===== config.mk =====
export PLATFORM = sky130hd
export DESIGN_NAME = alu_status_unit
export DESIGN_NICKNAME = d
export VERILOG_FILES = /design/src/rtl/alu_status_unit.sv
export SDC_FILE = /design/constraint.sdc
export NUM_CORES = 1
export LEC_CHECK = 0
export CELL_PAD_IN_SITES_DETAIL_PLACEMENT = 0
export CELL_PAD_IN_SITES_GLOBAL_PLACEMENT = 1
export CORE_ASPECT_RATIO = 1.1
export CORE_UTILIZATION = 41
export DETAILED_ROUTE_END_ITERATION = 8
export PLACE_DENSITY = 0.85
export SLEW_MARGIN = 30
export SYNTH_ARGS = -nofsm -noshare
export SYNTH_HDL_FRONTEND = slang
export SYNTH_SLANG_ARGS = --single-unit

===== constraint.sdc =====
create_clock -name ph2 -period 9.6 [get_ports ph2]
set_input_delay 1.92 -clock ph2 [delete_from_list [all_inputs] [get_ports ph2]]
set_output_delay 1.92 -clock ph2 [all_outputs]
set_load 0.005 [all_outputs]

===== src/rtl/alu_status_unit.sv =====
`default_nettype none
// alu_status_unit -- hmc-6502 ALU slice: 8-bit ALU, TH/TL temporaries, status register P, registered result/flags.
// Revision 1.0
module alu_status_unit (
  input  logic       ph2,
  input  logic       reset,
  input  logic [7:0] a_ext,
  input  logic [7:0] b_ext,
  input  logic       th_in_en,
  input  logic       tl_in_en,
  input  logic       th_out_en,
  input  logic       tl_out_en,
  input  logic [7:0] p_in_en,
  input  logic       p_out_en,
  input  logic       p_sel,
  input  logic [3:0] alu_op,
  input  logic       c_temp_en,
  input  logic       carry_sel,
  output logic [7:0] a_bus,
  output logic [7:0] b_bus,
  output logic [7:0] r,
  output logic [7:0] flags,
  output logic [7:0] p,
  output logic [7:0] th,
  output logic [7:0] tl,
  output logic       c_in
);

  localparam logic [3:0] OP_ADC  = 4'd0;
  localparam logic [3:0] OP_SBC  = 4'd1;
  localparam logic [3:0] OP_AND  = 4'd2;
  localparam logic [3:0] OP_ORA  = 4'd3;
  localparam logic [3:0] OP_EOR  = 4'd4;
  localparam logic [3:0] OP_ASL  = 4'd5;
  localparam logic [3:0] OP_LSR  = 4'd6;
  localparam logic [3:0] OP_ROL  = 4'd7;
  localparam logic [3:0] OP_ROR  = 4'd8;
  localparam logic [3:0] OP_INC  = 4'd9;
  localparam logic [3:0] OP_DEC  = 4'd10;
  localparam logic [3:0] OP_PASB = 4'd12;
  localparam logic [3:0] OP_BIT  = 4'd13;

  logic [7:0] result_q, result_d;
  logic [7:0] flags_q, flags_d;
  logic [7:0] th_q, tl_q, p_q;
  logic       c_temp_q;

  assign a_bus = a_ext | (th_out_en ? th_q : 8'h00) | (tl_out_en ? tl_q : 8'h00);
  assign b_bus = b_ext | (p_out_en ? p_q : 8'h00);
  assign c_in  = carry_sel ? c_temp_q : p_q[0];

  // Binary adder, nibble-split so the low-nibble carry is available for BCD.
  logic       is_sbc;
  logic [7:0] b_op;
  logic [4:0] sum_lo, sum_hi;
  logic [7:0] bin_res;
  logic       bin_c, bin_v;

  assign is_sbc  = (alu_op == OP_SBC);
  assign b_op    = is_sbc ? ~b_bus : b_bus;
  assign sum_lo  = {1'b0, a_bus[3:0]} + {1'b0, b_op[3:0]} + {4'b0000, c_in};
  assign sum_hi  = {1'b0, a_bus[7:4]} + {1'b0, b_op[7:4]} + {4'b0000, sum_lo[4]};
  assign bin_res = {sum_hi[3:0], sum_lo[3:0]};
  assign bin_c   = sum_hi[4];
  assign bin_v   = (a_bus[7] == b_op[7]) && (bin_res[7] != a_bus[7]);

  logic       dadj_lo, dadj_hi;
  logic [3:0] dadd_lo, dadd_hi;
  logic [4:0] dsum_hi;
  logic [7:0] dadd_res, dsub_res;

  assign dadj_lo  = (sum_lo > 5'd9);
  assign dadd_lo  = sum_lo[3:0] + (dadj_lo ? 4'd6 : 4'd0);
  assign dsum_hi  = {1'b0, a_bus[7:4]} + {1'b0, b_bus[7:4]} + {4'b0000, dadj_lo};
  assign dadj_hi  = (dsum_hi > 5'd9);
  assign dadd_hi  = dsum_hi[3:0] + (dadj_hi ? 4'd6 : 4'd0);
  assign dadd_res = {dadd_hi, dadd_lo};
  // A nibble borrowed when its carry-out is clear; correction wraps as one 8-bit subtract.
  assign dsub_res = bin_res - {(bin_c ? 4'h0 : 4'h6), (sum_lo[4] ? 4'h0 : 4'h6)};

  logic       res_c, res_v, res_n;

  always_comb begin
    result_d = a_bus;
    res_c    = c_in;
    res_v    = 1'b0;
    case (alu_op)
      OP_ADC: begin
        result_d = p_q[3] ? dadd_res : bin_res;
        res_c    = p_q[3] ? dadj_hi : bin_c;
        res_v    = bin_v;
      end
      OP_SBC: begin
        result_d = p_q[3] ? dsub_res : bin_res;
        res_c    = bin_c;
        res_v    = bin_v;
      end
      OP_AND:  result_d = a_bus & b_bus;
      OP_ORA:  result_d = a_bus | b_bus;
      OP_EOR:  result_d = a_bus ^ b_bus;
      OP_ASL: begin
        result_d = {a_bus[6:0], 1'b0};
        res_c    = a_bus[7];
      end
      OP_LSR: begin
        result_d = {1'b0, a_bus[7:1]};
        res_c    = a_bus[0];
      end
      OP_ROL: begin
        result_d = {a_bus[6:0], c_in};
        res_c    = a_bus[7];
      end
      OP_ROR: begin
        result_d = {c_in, a_bus[7:1]};
        res_c    = a_bus[0];
      end
      OP_INC:  result_d = a_bus + 8'd1;
      OP_DEC:  result_d = a_bus - 8'd1;
      OP_PASB: result_d = b_bus;
      OP_BIT: begin
        result_d = a_bus & b_bus;
        res_v    = b_bus[6];
      end
      default: result_d = a_bus;
    endcase
    res_n   = (alu_op == OP_BIT) ? b_bus[7] : result_d[7];
    flags_d = {res_n, res_v, 4'b0000, (result_d == 8'h00), res_c};
  end

  always_ff @(posedge ph2 or negedge reset) begin
    if (!reset) begin
      result_q <= 8'h00;
      flags_q  <= 8'h00;
      th_q     <= 8'h00;
      tl_q     <= 8'h00;
      p_q      <= 8'h00;
      c_temp_q <= 1'b0;
    end else begin
      result_q <= result_d;
      flags_q  <= flags_d;
      if (th_in_en) th_q <= result_q;
      if (tl_in_en) tl_q <= result_q;
      p_q <= (p_q & ~p_in_en) | (p_in_en & (p_sel ? result_q : flags_q));
      if (c_temp_en) c_temp_q <= flags_q[0];
    end
  end

  assign r     = result_q;
  assign flags = flags_q;
  assign p     = p_q;
  assign th    = th_q;
  assign tl    = tl_q;

endmodule
`default_nettype wire


# Word level (Yosys, flattened, before mapping)
# Cells that the tools add are included.
dict set report word_totals {
  regBits 37
  in_bits 38
  output_inout_bits 57
  word_cells 68
}
dict set report classes {
  addsub 11
  n_lt_le_gt_ge 2
  eq_ne 14
  mux 17
  bitwise 11
  reduce_logical 7
}
# op n
set op_table {}
lappend op_table {{$pmux W8 S12} 1}
lappend op_table {{$mux W8} 7}
lappend op_table {{$or A8 B8 Y8} 5}
lappend op_table {{$and A8 B8 Y8} 3}
lappend op_table {{$eq A4 B4 Y1 const B} 5}
lappend op_table {{$eq A4 B3 Y1 const B} 4}
lappend op_table {{$not A8 Y8} 2}
lappend op_table {{$add A4 B4 Y5} 3}
lappend op_table {{$add A5 B1 Y5} 3}
lappend op_table {{$mux W3} 4}
lappend op_table {{$gt A5 B4 Y1 const B} 2}
lappend op_table {{$add A4 B3 Y4} 2}
lappend op_table {{$add A8 B1 Y8 const B} 1}
lappend op_table {{$eq A4 B2 Y1 const B} 2}
lappend op_table {{$logic_not A8 Y1} 1}
lappend op_table {{$reduce_or A2 Y1} 4}
lappend op_table {{$sub A8 B1 Y8 const B} 1}
lappend op_table {{$sub A8 B7 Y8} 1}
lappend op_table {{$xor A8 B8 Y8} 1}
lappend op_table {{$eq A4 B1 Y1 const B} 1}
lappend op_table {{$logic_not A4 Y1} 1}
lappend op_table {{$pmux W1 S4} 1}
lappend op_table {{$mux W1} 3}
lappend op_table {{$pmux W1 S2} 1}
lappend op_table {{3 further kinds} 3}

# Longest topological paths before layout
dict set report depth {
  ltp_word 14
  ltp_mapped 26
  mapped_depth_nobuf 25
}

# Worst setup path before layout
# No wires, ideal clock.
dict set report synth_timing {
  path_type {input to register}
  from {in alu_op[2]}
  to {reg flags_q[1], in the netlist flags[1]}
  setup_time_ns 0.095
  t_arrival_ns 7.805
  t_required_ns 9.505
  path_slack_ns 1.699
  path_stages 26
  n_path_buf 2
  path_cell_list {buf_2 > nor4b_2 > buf_2 > xnor2_1 > fa_1 > inv_1 > fa_1 > xnor2_1 > inv_1 > nand2_1 > a21oi_1 > inv_1 > fa_1 > fa_1 > xnor2_1 > a21oi_1 > a2111o_1 > ha_1 > fa_1 > xor2_1 > and3_1 > o31a_1 > o21ai_0 > a22oi_1 > a221oi_1 > nor4b_2}
}
dict set report synth_via {
  elab_chain_cells 12
  elab_cells_between_ends 33
  classes_between {add/sub: 8; order compare: 2; eq/ne: 12; mux: 8; reduce/logical: 3}
}
# item line_no
set synth_lines {}
lappend synth_lines {{start: declaration} 16} ;# input logic [3:0] alu_op,
lappend synth_lines {{$eq A4 B1 Y1} {59, 87}}
lappend synth_lines {{$mux W8} 60} ;# assign b_op = is_sbc ? ~b_bus : b_bus;
lappend synth_lines {{$add A4 B4 Y5} 61} ;# assign sum_lo = {1'b0, a_bus[3:0]} + {1'b0, b_op[3:0]} + {4'b0000, c_in};
lappend synth_lines {{$add A5 B1 Y5} 61}
lappend synth_lines {{$gt A5 B4 Y1} 72} ;# assign dadj_lo = (sum_lo > 5'd9);
lappend synth_lines {{$add A5 B1 Y5} 74} ;# assign dsum_hi = {1'b0, a_bus[7:4]} + {1'b0, b_bus[7:4]} + {4'b0000, dadj_lo};
lappend synth_lines {{$gt A5 B4 Y1} 75} ;# assign dadj_hi = (dsum_hi > 5'd9);
lappend synth_lines {{$mux W3} 76} ;# assign dadd_hi = dsum_hi[3:0] + (dadj_hi ? 4'd6 : 4'd0);
lappend synth_lines {{$add A4 B3 Y4} 76}
lappend synth_lines {{$mux W8} 89} ;# result_d = p_q[3] ? dadd_res : bin_res;
lappend synth_lines {{$pmux W8 S12 (*)} 87} ;# case (alu_op)
lappend synth_lines {{$logic_not A8 Y1 (*)} 127} ;# flags_d = {res_n, res_v, 4'b0000, (result_d == 8'h00), res_c};
lappend synth_lines {{via flags_d[1]} 44} ;# logic [7:0] flags_q, flags_d;
lappend synth_lines {{end signal: assignment} 140} ;# flags_q <= flags_d;
lappend synth_lines {{end: declaration} 44}
# Mark *: on every way through the listed nets, which the timed path passes. The rest lies on a longest branch.
# A chain may end at the register's enable or synchronous reset.

# Worst setup path after layout
dict set report layout_timing {
  from {in th_out_en}
  to {reg flags_q[1], in the netlist flags[1]}
}
dict set report layout_via {
  elab_chain_cells 13
  elab_cells_between_ends 27
  classes_between {add/sub: 11; order compare: 2; mux: 8; bitwise: 5; reduce/logical: 1}
}
# item line_no
set layout_lines {}
lappend layout_lines {{start: declaration} 11} ;# input logic th_out_en,
lappend layout_lines {{$mux W8 (*)} 48} ;# assign a_bus = a_ext | (th_out_en ? th_q : 8'h00) | (tl_out_en ? tl_q : 8'h00);
lappend layout_lines {{$or A8 B8 Y8 (*) (2 in series)} 48}
lappend layout_lines {{$add A4 B4 Y5} 61}
lappend layout_lines {{$add A5 B1 Y5} 61}
lappend layout_lines {{$gt A5 B4 Y1} 72}
lappend layout_lines {{$add A5 B1 Y5} 74}
lappend layout_lines {{$gt A5 B4 Y1} 75}
lappend layout_lines {{$mux W3} 76}
lappend layout_lines {{$add A4 B3 Y4} 76}
lappend layout_lines {{$mux W8} 89}
lappend layout_lines {{$pmux W8 S12 (*)} 87}
lappend layout_lines {{$logic_not A8 Y1 (*)} 127}
lappend layout_lines {{via flags_d[1]} 44}
# Marks and branches as above.

==> results.sh <==
export IMPL_hold_violations=0
export IMPL_antennaDiodeCount=0
export IMPL_utilization_pct=54.5
export IMPL_drv_slew=0
export IMPL_cts_root_buf="clkbuf_8"
export IMPL_required_ps=9790
export IMPL_yosys_area_top_type="dfrtp_1"
export IMPL_die_h_microns=104
export IMPL_clk_pin_slew_ps=70
export IMPL_reg2reg_slack_ps=3010
export IMPL_cts_tree="built"
export IMPL_syn_inst=440
export IMPL_fp_row_count=36
export IMPL_holdCritStartpoint="c_temp_q"
export IMPL_yosysWarnings=0
export IMPL_post_cts_setup_buffer_count=0
export IMPL_syn2layout_area_growth_pct=27.2
export IMPL_seq_area_frac_synth_pct=24.0
export IMPL_hpwl_microns=9960
export IMPL_slew_limit_headroom_pct=33.9
export IMPL_skew_ps=3.10
export IMPL_clkLatencyLatePin_ps=280
export IMPL_drv_cap=0
export IMPL_post_place_ws_ps=901
export IMPL_worst_slack_ps=1080
export IMPL_hold_class="reg -> reg"
export IMPL_ant_nets=0
export IMPL_die_w_microns=94.5
export IMPL_status="finished, final reports clean"
export IMPL_initial_core_util_pct=42.8
export IMPL_min_delay_path_depth=1
export IMPL_vias_per_cell=5.92
export IMPL_critical_path_class="in -> reg"
export IMPL_boundaryPins=95
export IMPL_grt_pass1_wl_microns=19900
export IMPL_synth_main_ff_cell="dfrtp_1"
export IMPL_synth_seq_cells=37
export IMPL_fillCellCount=849
export IMPL_cts_resized=0
export IMPL_ctsHoldBuffers=0
export IMPL_drive_gt1_share_pct=8.56
export IMPL_dr_pass1_iters=5
export IMPL_nets=607
export IMPL_min_to="c_temp_q"
export IMPL_cp_slowest_stage_delay_ps=660
export IMPL_drc_errors=0
export IMPL_timing_rr_start="th[0]"
export IMPL_vdd_drop_max_mv=0.0946
export IMPL_tightest_slew_ps=992
export IMPL_end_kind="flop"
export IMPL_crit_fanout=9
export IMPL_ff2ff_path_depth=23
export IMPL_antenna_found_initial=0
export IMPL_p_leak_nw=2.10
export IMPL_crit_arrival_ps=8710
export IMPL_reg2reg_to="flags[1]"
export IMPL_worstSetupStartpointType="primary input"
export IMPL_core_area_sq_um=9010
export IMPL_first_iter_violations=377
export IMPL_setup_viol=0
export IMPL_grt_pass1_vias=3770
export IMPL_synth_edf_count=0
export IMPL_layout_common_cells="clkdlybuf4s50_1 (89), inv_1 (39), dfrtp_1 (37)"
export IMPL_clock_fmax_ghz=0.117
export IMPL_ys_top_cells_by_area="dfrtp_1 (24%), ha_1 (11%), mux2_2 (5.3%)"
export IMPL_fin_crit_sh_pct=88.7
export IMPL_gp_congestion=0.953
export IMPL_wirelength_microns=12400
export IMPL_num_vias=3790
export IMPL_async_reset_ff_share_pct=100
export IMPL_critPathBufInv=5
export IMPL_dieArea_sq_um=9810
export IMPL_critical_path_top_delay_family="adder cells"
export IMPL_numCtsBuffers=5
export IMPL_htree_levels=2
export IMPL_rsz0062_at_grt="false"
export IMPL_grt_max_degree=38
export IMPL_port_buffers=90
export IMPL_total_power_mw=0.867
export IMPL_clock_sinks=37
export IMPL_tns_ps=0
export IMPL_path_common_cell="fa_1"
export IMPL_clk_path_buf_depth=2
export IMPL_grt_remaining_overflow=0
export IMPL_drt_wirelength_per_cell_microns=19.4
export IMPL_post_route_min_period_ps=8520
export IMPL_cp_slowest_cell="clkdlybuf4s50_1"
export IMPL_gr_usage_all_layers_pct=26.1
export IMPL_avgSynthCellArea_sq_um=8.77
export IMPL_syn_cell_area_sq_um=3860
export IMPL_powerDensity_nw_per_um2=177
export IMPL_synth_top_cell_area_share_pct=24.0
export IMPL_ys_types=64
export IMPL_layout_commonest_cell="clkdlybuf4s50_1"
==> kinds of logic after synthesis <==
group,count (synthesis),synth area share [%]
AOI/OAI and AO/OA,120,22.0
xor gates and xnor gates,24,5.45
adders and majority gates,44,16.2
buffers and inverters,63,7.65
DFF,37,24.0
muxes,26,7.33
other,1,0.0972
and+or+nand+nor,125,17.3
==> stage by stage <==
step                      hold WS, ps  std cells  area, sq um
after floorplan                   475        443         3870
after global placement            488        632         4830
after detailed placement          516        632         4830
after CTS                         542        640         4910
after global routing              568        640         4910
final                             542        640         4910
==> routing by layer <==
layer	GRT usage [%]	wire [microns]	up-vias
li1	-	-	1769
met1	34.4	5250	1804
met2	43.1	5910	185
met3	2.13	822	32
met4	11.5	457	0
met5	0	0	-
==> power by group <==
part	leakage [nW]	switching, mW	internal (mW)
Sequential	0.444	0.0364	0.193
Combinational	1.61	0.274	0.261
Clock	0.0450	0.0527	0.0503
==> worst max path at each step <==
stage                         start        to  slack (ps)  cells after the start
final                     th_out_en  flags[1]        1080                     26
after global routing      th_out_en  flags[1]         670                     26
after CTS                 th_out_en  flags[1]        1190                     26
after detailed placement  th_out_en  flags[1]         900                     26
after global placement    alu_op[0]  flags[1]        1120                     25
after floorplan           alu_op[2]  flags[1]        1700                     26
==> area by class of cell <==
cell class              count  area [sq um]  share of cell area, %
multi-input cells         343          2650                   54.0
repair buffers             99           963                   19.6
flip-flops and latches     37           926                   18.9
inverters                  39           146                   2.98
well taps                 114           143                   2.90
clock buffers               6          72.6                   1.48
clock inverters             2          10.0                  0.204
==> cells in the mapped netlist (all sizes together), types with 3 or more instances <==
library cell  instances
inv                  39
dfrtp                37
ha                   34
nor2                 33
a21oi                29
nand2                25
o21ai                23
mux2                 18
xnor2                17
buf                  16
nand3                15
fa                   10
nor2b                 9
clkbuf                8
mux2i                 8
a221oi                7
xor2                  7
a2111oi               5
a211oi                5
a221o                 5
and3b                 5
nor4b                 5
a21o                  4
and2                  4
nor3                  4
nor4                  4
o22ai                 4
or2                   4
a22oi                 3
a32o                  3
and3                  3
nand3b                3
o211ai                3
o21a                  3
o221ai                3
or3                   3
No activity file was read; power rests on OpenSTA's default activity.
